**src/rtl/pipe_pkg.sv**
```systemverilog
// Shared sizing helpers and default dimensions for the pipeline buffer blocks.
package pipe_pkg;
   localparam int PIPE_DATA_WIDTH = 32;
   localparam int PIPE_DEPTH      = 2;

   // Pointer width, never narrower than one bit so DEPTH=1 still has a pointer.
   function automatic int ptr_width(input int depth);
      return (depth > 1) ? $clog2(depth) : 1;
   endfunction

   function automatic int cnt_width(input int depth);
      return $clog2(depth + 1);
   endfunction
endpackage

```
**src/rtl/elastic_buffer_mem.sv**
```systemverilog
// Storage for the elastic buffer: one write port, one asynchronous read port, no reset.
module elastic_buffer_mem
   import pipe_pkg::*;
#(
   parameter int DATA_WIDTH = PIPE_DATA_WIDTH,
   parameter int DEPTH      = PIPE_DEPTH
) (
   input  logic                         clk,
   input  logic                         i_wr_en,
   input  logic [ptr_width(DEPTH)-1:0]  i_wr_addr,
   input  logic [DATA_WIDTH-1:0]        i_wr_data,
   input  logic [ptr_width(DEPTH)-1:0]  i_rd_addr,
   output logic [DATA_WIDTH-1:0]        o_rd_data
);
   logic [DATA_WIDTH-1:0] r_mem [DEPTH];

   always_ff @(posedge clk) begin
      if (i_wr_en) r_mem[i_wr_addr] <= i_wr_data;
   end

   assign o_rd_data = r_mem[i_rd_addr];
endmodule

```
**src/rtl/elastic_buffer.sv**
```systemverilog
// Valid/ready elastic FIFO: pointer/count control here, storage in elastic_buffer_mem.
module elastic_buffer
   import pipe_pkg::*;
#(
   parameter int DATA_WIDTH = PIPE_DATA_WIDTH,
   parameter int DEPTH      = PIPE_DEPTH,
   parameter int PASS_READY = 0
) (
   input  logic                         clk,
   input  logic                         rst_n,
   input  logic                         flush,
   input  logic [DATA_WIDTH-1:0]        in_data,
   input  logic                         in_valid,
   output logic                         in_ready,
   output logic [DATA_WIDTH-1:0]        out_data,
   output logic                         out_valid,
   input  logic                         out_ready,
   output logic [cnt_width(DEPTH)-1:0]  count
);
   localparam int PW = ptr_width(DEPTH);
   localparam int CW = cnt_width(DEPTH);

   logic [PW-1:0] r_wr_ptr, r_rd_ptr;
   logic [CW-1:0] r_count;
   logic          w_not_full, w_push, w_pop;
   logic [PW-1:0] w_wr_ptr_nxt, w_rd_ptr_nxt;

   assign w_not_full = (r_count < CW'(DEPTH));
   // Flush masks both handshakes so nothing moves in the discard cycle.
   assign in_ready  = (w_not_full || ((PASS_READY != 0) && out_ready)) && !flush;
   assign out_valid = (r_count != '0) && !flush;
   assign w_push    = in_valid && in_ready;
   assign w_pop     = out_valid && out_ready;

   assign w_wr_ptr_nxt = (r_wr_ptr == PW'(DEPTH - 1)) ? '0 : r_wr_ptr + 1'b1;
   assign w_rd_ptr_nxt = (r_rd_ptr == PW'(DEPTH - 1)) ? '0 : r_rd_ptr + 1'b1;

   always_ff @(posedge clk or negedge rst_n) begin
      if (!rst_n) begin
         r_wr_ptr <= '0;
         r_rd_ptr <= '0;
         r_count  <= '0;
      end else if (flush) begin
         r_wr_ptr <= '0;
         r_rd_ptr <= '0;
         r_count  <= '0;
      end else begin
         if (w_push) r_wr_ptr <= w_wr_ptr_nxt;
         if (w_pop)  r_rd_ptr <= w_rd_ptr_nxt;
         case ({w_push, w_pop})
            2'b10:   r_count <= r_count + 1'b1;
            2'b01:   r_count <= r_count - 1'b1;
            default: r_count <= r_count;
         endcase
      end
   end

   assign count = r_count;

   elastic_buffer_mem #(
      .DATA_WIDTH (DATA_WIDTH),
      .DEPTH      (DEPTH)
   ) u_mem (
      .clk        (clk),
      .i_wr_en    (w_push),
      .i_wr_addr  (r_wr_ptr),
      .i_wr_data  (in_data),
      .i_rd_addr  (r_rd_ptr),
      .o_rd_data  (out_data)
   );
endmodule

```
**config.mk**
```make
export PLATFORM = sky130hd
export DESIGN_NAME = elastic_buffer
export DESIGN_NICKNAME = d
export VERILOG_FILES = /design/src/rtl/pipe_pkg.sv /design/src/rtl/elastic_buffer_mem.sv /design/src/rtl/elastic_buffer.sv
export SDC_FILE = /design/constraint.sdc
export NUM_CORES = 1
export LEC_CHECK = 0
export ABC_CLOCK_PERIOD_IN_PS = 4200
export CAP_MARGIN = 20
export CELL_PAD_IN_SITES_DETAIL_PLACEMENT = 0
export CELL_PAD_IN_SITES_GLOBAL_PLACEMENT = 1
export CORE_ASPECT_RATIO = 1.1
export CORE_MARGIN = 2
export CORE_UTILIZATION = 40
export DETAILED_ROUTE_END_ITERATION = 12
export HOLD_SLACK_MARGIN = 0.02
export PLACE_DENSITY = 0.8
export SKIP_LAST_GASP = 1
export SYNTH_ARGS = -nofsm -noshare
export SYNTH_HDL_FRONTEND = slang
export SYNTH_SLANG_ARGS = --single-unit
```
**constraint.sdc**
```tcl
create_clock -name clk -period 4.2 [get_ports clk]
set_clock_uncertainty 0.1 [all_clocks]
set_input_delay 0.63 -clock clk [delete_from_list [all_inputs] [get_ports clk]]
set_output_delay 0.63 -clock clk [all_outputs]
set_load 0.02 [all_outputs]
```
==> results of run 1 <==
-- kinds of logic (layout without fill, tap and decap cells) --
family	after synthesis	in the layout	synth area share
buffers and inverters	4	88	0.0266
DFF	68	68	0.753
and+or+nand+nor	15	15	0.0280
muxes	32	32	0.175
xor gates and xnor gates	2	2	0.00653
AOI/OAI and AO/OA	5	5	0.0107
-- registers in the layout, summed over array words and instances (netlist names) --
signal	count
r_rd_ptr	1
count	2
r_wr_ptr	1
u_mem.r_mem	64
-- metrics by stage --
step / cells / cell area [sq um] / total power, W
floorplan: 126 / 2680 / 0.000933
global placement: 276 / 3450 / 0.00103
detailed placement: 276 / 3450 / 0.00103
CTS: 292 / 3610 / 0.00147
global route: 292 / 3610 / 0.00151
finish: 292 / 3610 / 0.00145
-- worst register-to-register path, stage by stage, from the launching register on --
cell and delay (ps):
dfrtp_1 470, nor2_1 180, nand2_1 110, nor2_4 690
-- cells in the final DEF (no fill, tap or decap), drive strengths merged --
master / synthesis / routed
a31oi: 1 / 1
nor2b: 2 / 2
and3: 1 / 1
xor2: 1 / 1
clkinvlp: 0 / 1
xnor2: 1 / 1
nor2: 6 / 6
a21oi: 1 / 1
dfrtp: 4 / 4
nand2b: 2 / 2
edfxtp: 64 / 64
nand2: 3 / 3
clkdlybuf4s50: 0 / 72
mux2: 32 / 32
a21o: 1 / 1
o21ai: 2 / 2
clkbuf: 0 / 9
clkinv: 0 / 6
nand3b: 1 / 1
-- per-layer routing --
metal	up-vias	wire [microns]
met3	4	262
met4	0	55
li1	641	-
met5	-	0
met2	48	2120
met1	635	1700
-- cell type report --
type	instances	area share
clock buffers	9	0.0343
clock inverters	7	0.0121
multi-input cells	54	0.166
flip-flops and latches	68	0.560
well taps	82	0.0284
repair buffers	72	0.199
-- worst paths after layout --
kind                                from                  to  cells past startpoint
worst max-delay path            r_rd_ptr        out_data[10]                      2
worst max register to register  count[1]  u_mem.r_mem[0][12]                      3
max in group asynchronous          rst_n            r_rd_ptr                      1
worst min-delay path               rst_n            r_wr_ptr                      1
worst min register to register  r_wr_ptr            r_wr_ptr                      2
min in group clk                r_wr_ptr            r_wr_ptr                      2
-- where the power goes --
part | switching [W] | total, W | internal, W
sequential | 0.0000244 | 0.000799 | 0.000774
clock | 0.000223 | 0.000433 | 0.000210
combinational | 0.0000854 | 0.000215 | 0.000130
==> impl_metrics.csv, run 1 <==
group,metric,value,unit
final_layout,area_growth,34.6,%
yosys,syn_area,2680,sq um
final_layout,nFillCells,522,
die,pin_count,73,
yosys,synth_edf_count,64,
yosys,synth_top_area_frac,0.716,
sta,postLayoutSetupSlackWorst,1170,ps
sta,min_period,3030,ps
worst_setup_path,worstPathArrival,2300,ps
pwr,vdd_ir_drop_max,0.000232,V
drt,routed_wl,4.14,mm
grt,grt_max_degree,34,
yosys,synth-seq-cells,68,
grt,use_met3,0.0502,
sta,relSlewSlack,0.335,
clocking,cts.clk_slew.worst_paths,70,ps
die,core,6560,sq um
yosys,yosys_warnings,0,
drt,firstDrtPassIters,4,
grt,gr-total-overflow,0,
drt,drtIter0Drc,63,
worst_setup_path,max_stage_delay,1030,ps
sta,timing.final.crit_share,0.722,
grt,grt_pass1_vias,1304,
yosys,synthArstFlopShare,0.0588,
grt,use_met1,0.129,
clocking,tritoncts,"done",
clocking,cts-root-buf,"clkbuf_8",
worst_setup_path,cp-start-kind,"flop",
grt,grt_first_pass_wirelength,6.02,mm
die,num_rows,31,
clocking,cts_made_buffers,9,
place,globalplace.congestion,0.702,
final_layout,fin_util,0.551,
drt,vias,1328,
die,start_util,0.409,
grt,antenna_found_initial,0,
sta,worst_pin_slew,997,ps
clocking,post-cts-setup-buffer-count,0,
yosys,ys_top_cells_by_count,"edfxtp_1 (64), mux2_4 (29), nor2_1 (6)",
worst_setup_path,worst_ep_required_time,3470,ps
sta,maxSlewViolCount,0,
yosys,synth.distinct_cells,19,
yosys,syn_avg_cell_area,21.3,sq um
worst_setup_path,cp_top_family,"flip-flops",
final_layout,n_antenna_cell,0,
drt,routed_via_density,4.55,
yosys,synth_area_leaders,"edfxtp_1 (72%), mux2_4 (16%), dfrtp_1 (3.7%)",
die,die_area,7380,sq um
yosys,synth_top_area_cell,"edfxtp_1",
status,outcome,"finished, final reports clean",
clocking,clock_sinks,68,
final_layout,seq_area,2020,sq um
sta,setup_tns,0,ps
worst_hold_path,hp-class,"input pin to async pin",
place,place_hpwl,2.71,mm
sta,hold_viol_final,0,
yosys,synth_nets,163,
pwr,p_leak,1.27,nW
drt,avgRoutedWirePerCell,14.2,microns
worst_setup_path,path_max_fanout,33,
flow_run,cap_viol_max_count,0,
worst_setup_path,worstPathCellList,"mux2_2 > clkdlybuf4s50_1",
sta,fmax,330,MHz
final_layout,multi_input_comb_area,599,sq um
worst_setup_path,worst-r2r-setup-slack,2260,ps
grt,grt_util_met2,0.184,
yosys,synth_most_common_cell,"edfxtp_1",
clocking,clk_latency,320,ps
clocking,ctsHtreeMaxLevel,3,
grt,grt_usage,0.115,
final_layout,final_nets,242,
yosys,seq_area_frac_synth,0.753,
grt,globalRoute.busiestLayer,"met2",
place,post-place-ws,1460,ps
pwr,pwr_density_cell,401,nW/um^2
place,port-buffer-count,72,
sta,setup_violations,0,
yosys,synth_ff_type,"edfxtp_1",
clocking,postCtsResizedCells,0,
drt,ant_nets,0,
worst_setup_path,worstSetupEndpointType,"output pin",
worst_setup_path,path_class,"flop to output pin",
die,dieHeight,89.9,microns
clocking,cts_hold_buf,0,
final_layout,drive_gt1_frac,0.243,
drt,route.detailed.drc,0,
worst_setup_path,crit_buf_inv,1,
sta,rsz0062_at_grt,"false",
sta,hold_slack,414,ps
yosys,syn_inst,126,
die,die_w,82.1,microns
clocking,ctsLongestPathBuffers,2,
worst_setup_path,critPathSlowestCell,"dfrtp_2",
Note: power is estimated with default switching activity, not from simulation.
==> run 2, diff against run 1 <==
--- a/config.mk
+++ b/config.mk
@@ -5,16 +5,16 @@
 export SDC_FILE = /design/constraint.sdc
 export NUM_CORES = 1
 export LEC_CHECK = 0
-export ABC_CLOCK_PERIOD_IN_PS = 4200
+export ABC_CLOCK_PERIOD_IN_PS = 2700
 export CAP_MARGIN = 20
 export CELL_PAD_IN_SITES_DETAIL_PLACEMENT = 0
 export CELL_PAD_IN_SITES_GLOBAL_PLACEMENT = 1
 export CORE_ASPECT_RATIO = 1.1
 export CORE_MARGIN = 2
-export CORE_UTILIZATION = 40
+export CORE_UTILIZATION = 36
 export DETAILED_ROUTE_END_ITERATION = 12
 export HOLD_SLACK_MARGIN = 0.02
-export PLACE_DENSITY = 0.8
+export PLACE_DENSITY = 0.76
 export SKIP_LAST_GASP = 1
 export SYNTH_ARGS = -nofsm -noshare
 export SYNTH_HDL_FRONTEND = slang
==> constraint.sdc (replaced) <==
create_clock -name clk -period 2.7 [get_ports clk]
set_clock_uncertainty 0.1 [all_clocks]
set_input_delay 0.405 -clock clk [delete_from_list [all_inputs] [get_ports clk]]
set_output_delay 0.405 -clock clk [all_outputs]
set_load 0.02 [all_outputs]
==> run 2 against run 1 <==
Effect of this change:
- core utilization is 4.9 points lower
- via count rose by 2.9%
- first-iteration DRC count is 30% lower
- final cell count rose by 3.4%
- sequential cell count unchanged
- worst hold slack lost 240 ps
- critical endpoint is now out_data[14]
- highest routed layer unchanged
==> impl_metrics.csv, run 2 (synthesized netlist as in run 1, its figures left out) <==
group,metric,value,unit
status,outcome,"finished, final reports clean",
worst_setup_path,worst_ep_required_time,2190,ps
pwr,p_leak,1.31,nW
clocking,post-cts-setup-buffer-count,0,
clocking,cts_hold_buf,0,
final_layout,area_growth,37.7,%
sta,fmax,394,MHz
flow_run,cap_viol_max_count,0,
die,die_w,86.3,microns
place,place_hpwl,3.02,mm
sta,min_period,2540,ps
place,dp.cells,286,
drt,avgRoutedWirePerCell,14.7,microns
die,num_rows,33,
die,dieHeight,94.6,microns
sta,hold_viol_final,0,
place,globalplace.congestion,0.724,
sta,rsz0062_at_grt,"false",
worst_setup_path,worstPathArrival,2030,ps
worst_hold_path,hp-class,"input pin to async pin",
drt,ant_nets,0,
grt,grt_first_pass_wirelength,6.96,mm
sta,setup_violations,0,
worst_setup_path,worstSetupEndpointType,"output pin",
sta,timing.final.crit_share,0.939,
worst_setup_path,path_max_fanout,24,
sta,relSlewSlack,0.792,
sta,postLayoutSetupSlackWorst,164,ps
final_layout,largest-register,"u_mem.r_mem",
worst_setup_path,cp-start-kind,"flop",
worst_setup_path,path_class,"flop to output pin",
final_layout,layout.cells.non_filler,302,
pwr,pwr_density_cell,645,nW/um^2
die,core,7350,sq um
final_layout,drive_gt1_frac,0.256,
clocking,ctsHtreeMaxLevel,3,
final_layout,largest_reg_flops,64,
drt,routed_wl,4.43,mm
clocking,cts-root-buf,"clkbuf_8",
die,start_util,0.365,
place,post-place-ws,453,ps
place,placed_area,3500,sq um
sta,setup_tns,0,ps
clocking,ctsLongestPathBuffers,2,
pwr,vdd_ir_drop_max,0.000418,V
grt,grt_usage,0.116,
clocking,tritoncts,"done",
final_layout,final_nets,247,
grt,gr-total-overflow,0,
drt,drtIter0Drc,44,
clocking,postCtsResizedCells,0,
drt,route.detailed.drc,0,
drt,routed_via_density,4.52,
final_layout,n_antenna_cell,0,
grt,antenna_found_initial,0,
clocking,clock_sinks,68,
clocking,cts_made_buffers,9,
die,pin_count,73,
clocking,cts.clk_slew.worst_paths,70,ps
drt,firstDrtPassIters,4,
final_layout,postLayoutCellArea,3690,sq um
grt,grt_max_degree,25,
place,port-buffer-count,72,
die,die_area,8160,sq um
drt,vias,1366,
grt,grt_pass1_vias,1483,
sta,worst_pin_slew,312,ps
final_layout,final_common_cell,"clkdlybuf4s50_1",
sta,maxSlewViolCount,0,
final_layout,layout_common_cells,"clkdlybuf4s50_1 (72), edfxtp_1 (64), mux2_4 (29)",
clocking,clk_latency,320,ps
## run 2: cell count changes in the layout (fill, tap and decap cells not counted), sizes merged
| cell | delta |
|---|---|
| buf | +5 |
| clkinv | -3 |
| clkbuf | +2 |
| bufinv | +1 |
## run 2: report_power, final
group / switching, W / total (W) / internal [W]
Clock: 0.000347 / 0.000794 / 0.000447
Combinational: 0.000154 / 0.000362 / 0.000209
Sequential: 0.0000213 / 0.00123 / 0.00120
Total: 0.000522 / 0.00238 / 0.00186
## run 2: worst paths after layout
path | cells after the start | from | end | slack (ps)
setup / recovery | 3 | r_rd_ptr | out_data[14] | 160
hold / removal | 1 | rst_n | r_rd_ptr | 170
setup reg to reg | 4 | count[1] | u_mem.r_mem[0][16] | 1100
hold reg to reg | 2 | count[0] | count[1] | 530
max in group asynchronous | 1 | rst_n | r_rd_ptr | 2150
min in group clk | 2 | count[0] | count[1] | 530
## run 2: per-layer routing
metal / global-route usage / share of wire / vias to the layer above
met1: 0.134 / 0.41 / 663
li1: - / - / 651
met4: 0.0430 / 0.016 / 0
met5: 0 / 0 / -
met2: 0.188 / 0.51 / 44
met3: 0.0559 / 0.065 / 8
## run 2: final cells by class
type | instances | area (sq um)
Fill cell | 631 | 3650
Tap cell | 87 | 109
Sequential cell | 68 | 2020
Clock buffer | 11 | 141
Multi-Input combinational cell | 54 | 598
Timing Repair Buffer | 77 | 771
Clock inverter | 5 | 52.6
## run 2: worst max-delay path, stage by stage, from the launching register on
cell and delay [ps]:
dfrtp_2 560, buf_12 260, mux2_4 320, clkdlybuf4s50_1 550
## run 2: per-stage QoR
stage	utilization	total power [W]	hold WS (ps)
after global placement	0.476	0.00161	514
after global routing	0.503	0.00249	157
after detailed placement	0.476	0.00162	520
after floorplan	-	0.00145	9.41
after CTS	0.503	0.00242	162
final	0.503	0.00238	174
==> run 3, diff against run 2 <==
--- a/config.mk
+++ b/config.mk
@@ -5,16 +5,16 @@
 export SDC_FILE = /design/constraint.sdc
 export NUM_CORES = 1
 export LEC_CHECK = 0
-export ABC_CLOCK_PERIOD_IN_PS = 2700
+export ABC_CLOCK_PERIOD_IN_PS = 2380
 export CAP_MARGIN = 20
 export CELL_PAD_IN_SITES_DETAIL_PLACEMENT = 0
 export CELL_PAD_IN_SITES_GLOBAL_PLACEMENT = 1
 export CORE_ASPECT_RATIO = 1.1
 export CORE_MARGIN = 2
-export CORE_UTILIZATION = 36
+export CORE_UTILIZATION = 40
 export DETAILED_ROUTE_END_ITERATION = 12
 export HOLD_SLACK_MARGIN = 0.02
-export PLACE_DENSITY = 0.76
+export PLACE_DENSITY = 0.8
 export SKIP_LAST_GASP = 1
 export SYNTH_ARGS = -nofsm -noshare
 export SYNTH_HDL_FRONTEND = slang
==> constraint.sdc (replaced) <==
create_clock -name clk -period 2.38 [get_ports clk]
set_clock_uncertainty 0.1 [all_clocks]
set_input_delay 0.357 -clock clk [delete_from_list [all_inputs] [get_ports clk]]
set_output_delay 0.357 -clock clk [all_outputs]
set_load 0.02 [all_outputs]
==> run 3 against run 2 <==
Effect of this change:
- worst hold slack worse by 41 ps
- sequential power up 13%
- via count up 0.95%
- register-to-register slack worse by 260 ps
- worst setup slack worse by 58 ps
- non-clock buffer count up 1
- largest power group unchanged
- power up 13%
- core utilization up 6.6 points
- sequential cell count unchanged
- critical path depth unchanged
- clock-buffer cell count down 2
- cell area up 0.98%
==> impl_metrics.csv, run 3 (synthesized netlist as in run 1, its figures left out) <==
group,metric,value,unit
sta,maxSlewViolCount,0,
sta,timing.final.crit_share,0.956,
final_layout,drive_gt1_frac,0.264,
die,dieHeight,89.9,microns
sta,setup_violations,0,
worst_setup_path,startpoint,"r_rd_ptr",
pwr,p_leak,1.33,nW
die,die_area,7380,sq um
drt,routed_wl,4.22,mm
drt,avgRoutedWirePerCell,14.2,microns
die,core,6560,sq um
grt,grt_usage,0.122,
clocking,ctsHtreeMaxLevel,3,
die,die_w,82.1,microns
grt,grt_first_pass_wirelength,6.52,mm
pwr,pwr_density_cell,723,nW/um^2
status,outcome,"finished, final reports clean",
grt,grt_max_degree,33,
sta,fmax,440,MHz
worst_setup_path,cp_top_family,"buffers and inverters",
worst_setup_path,reg2regPathDepth,3,
worst_setup_path,max_stage_delay,550,ps
drt,vias,1379,
die,num_rows,31,
drt,drtIter0Drc,56,
die,pin_count,73,
drt,ant_nets,0,
die,start_util,0.409,
clocking,cts-root-buf,"clkbuf_8",
grt,gr-total-overflow,0,
worst_setup_path,worst_ep_required_time,1920,ps
worst_setup_path,worstSetupEndpointType,"output pin",
final_layout,final_common_cell,"clkdlybuf4s50_1",
worst_setup_path,critPathSlowestCell,"clkdlybuf4s50_1",
worst_setup_path,worst-r2r-setup-slack,840,ps
sta,hold_slack,133,ps
worst_setup_path,worstPathCellList,"buf_12 > mux2_4 > clkdlybuf4s50_1",
clocking,cts_made_buffers,9,
grt,grt_pass1_vias,1393,
final_layout,final_nets,248,
drt,route.detailed.drc,0,
clocking,cts_hold_buf,0,
final_layout,postLayoutCellArea,3730,sq um
sta,worst_pin_slew,262,ps
worst_setup_path,cp.depth,3,
place,port-buffer-count,72,
place,place_hpwl,2.81,mm
final_layout,largest_reg_flops,64,
worst_setup_path,path_max_fanout,17,
clocking,ctsLongestPathBuffers,2,
worst_setup_path,r2r-start,"count[1]",
final_layout,n_antenna_cell,0,
final_layout,largest-register,"u_mem.r_mem",
clocking,postCtsResizedCells,0,
place,globalplace.congestion,0.706,
clocking,tritoncts,"done",
worst_setup_path,worstPathArrival,1820,ps
drt,firstDrtPassIters,6,
worst_setup_path,cp-endpoint,"out_data[16]",
flow_run,cap_viol_max_count,0,
worst_setup_path,path_class,"flop to output pin",
clocking,clock_sinks,68,
sta,min_period,2270,ps
worst_setup_path,cp-start-kind,"flop",
final_layout,area_growth,39.0,%
worst_setup_path,crit_buf_inv,2,
sta,relSlewSlack,0.825,
place,placed_area,3530,sq um
pwr,vdd_ir_drop_max,0.000419,V
grt,antenna_found_initial,0,
final_layout,nFillCells,532,
sta,hold_viol_final,0,
clocking,cts.clk_slew.worst_paths,70,ps
worst_hold_path,hp-class,"input pin to async pin",
sta,rsz0062_at_grt,"false",
drt,routed_via_density,4.63,
worst_setup_path,reg2reg_to,"u_mem.r_mem[1][0]",
clocking,post-cts-setup-buffer-count,2,
clocking,clk_latency,320,ps
sta,setup_tns,0,ps
final_layout,layout_common_cells,"clkdlybuf4s50_1 (72), edfxtp_1 (64), mux2_4 (29)",
-- run 3: changes by cell type in the layout (fill, tap and decap cells not counted), sizes merged --
cell | previous run | this run
buf | 5 | 6
clkbuf | 11 | 9
clkinvlp | 1 | 0
inv | 0 | 1
clkinv | 3 | 5
-- run 3: worst min path at each step --
stage	startpoint	to	slack, ps
2_1_floorplan	rst_n	count[0]	-40
3_3_place_gp	rst_n	count[0]	480
3_5_place_dp	rst_n	r_wr_ptr	490
4_1_cts	rst_n	count[1]	120
5_1_grt	rst_n	r_wr_ptr	120
6_report	rst_n	count[1]	130
-- run 3: metrics by stage --
step	setup WS [ps]	std cells	power, W	util
floorplan	14.4	126	0.00165	-
global placement	251	280	0.00184	0.538
detailed placement	198	280	0.00184	0.538
CTS	64.1	298	0.00274	0.569
global route	28.3	298	0.00281	0.569
finish	106	298	0.00270	0.569
-- run 3: worst register-to-register path, cell delays in order (launching register included) --
cell and delay, ps:
dfrtp_1 470, nor2_1 200, and3_2 230, buf_12 200
-- run 3: cell type report --
class | instances | area, sq um | share of cell area
well taps | 82 | 103 | 0.0275
flip-flops and latches | 68 | 2020 | 0.542
clock inverters | 7 | 66.3 | 0.0178
multi-input cells | 54 | 599 | 0.161
clock buffers | 9 | 124 | 0.0332
repair buffers | 78 | 816 | 0.219
-- run 3: metal layers --
metal | track usage | share of wire | up-vias
li1 | - | - | 656
met1 | 0.135 | 0.38 | 663
met3 | 0.0452 | 0.073 | 10
met2 | 0.196 | 0.52 | 50
met4 | 0.0736 | 0.029 | 0
met5 | 0 | 0 | -
-- run 3: power breakdown --
part           leakage, nW  switching (W)  internal, W  total, W
sequential           0.639      0.0000197      0.00137   0.00139
clock                0.101       0.000403     0.000479  0.000882
combinational        0.591       0.000179     0.000249  0.000428
total                 1.33       0.000602      0.00209   0.00270
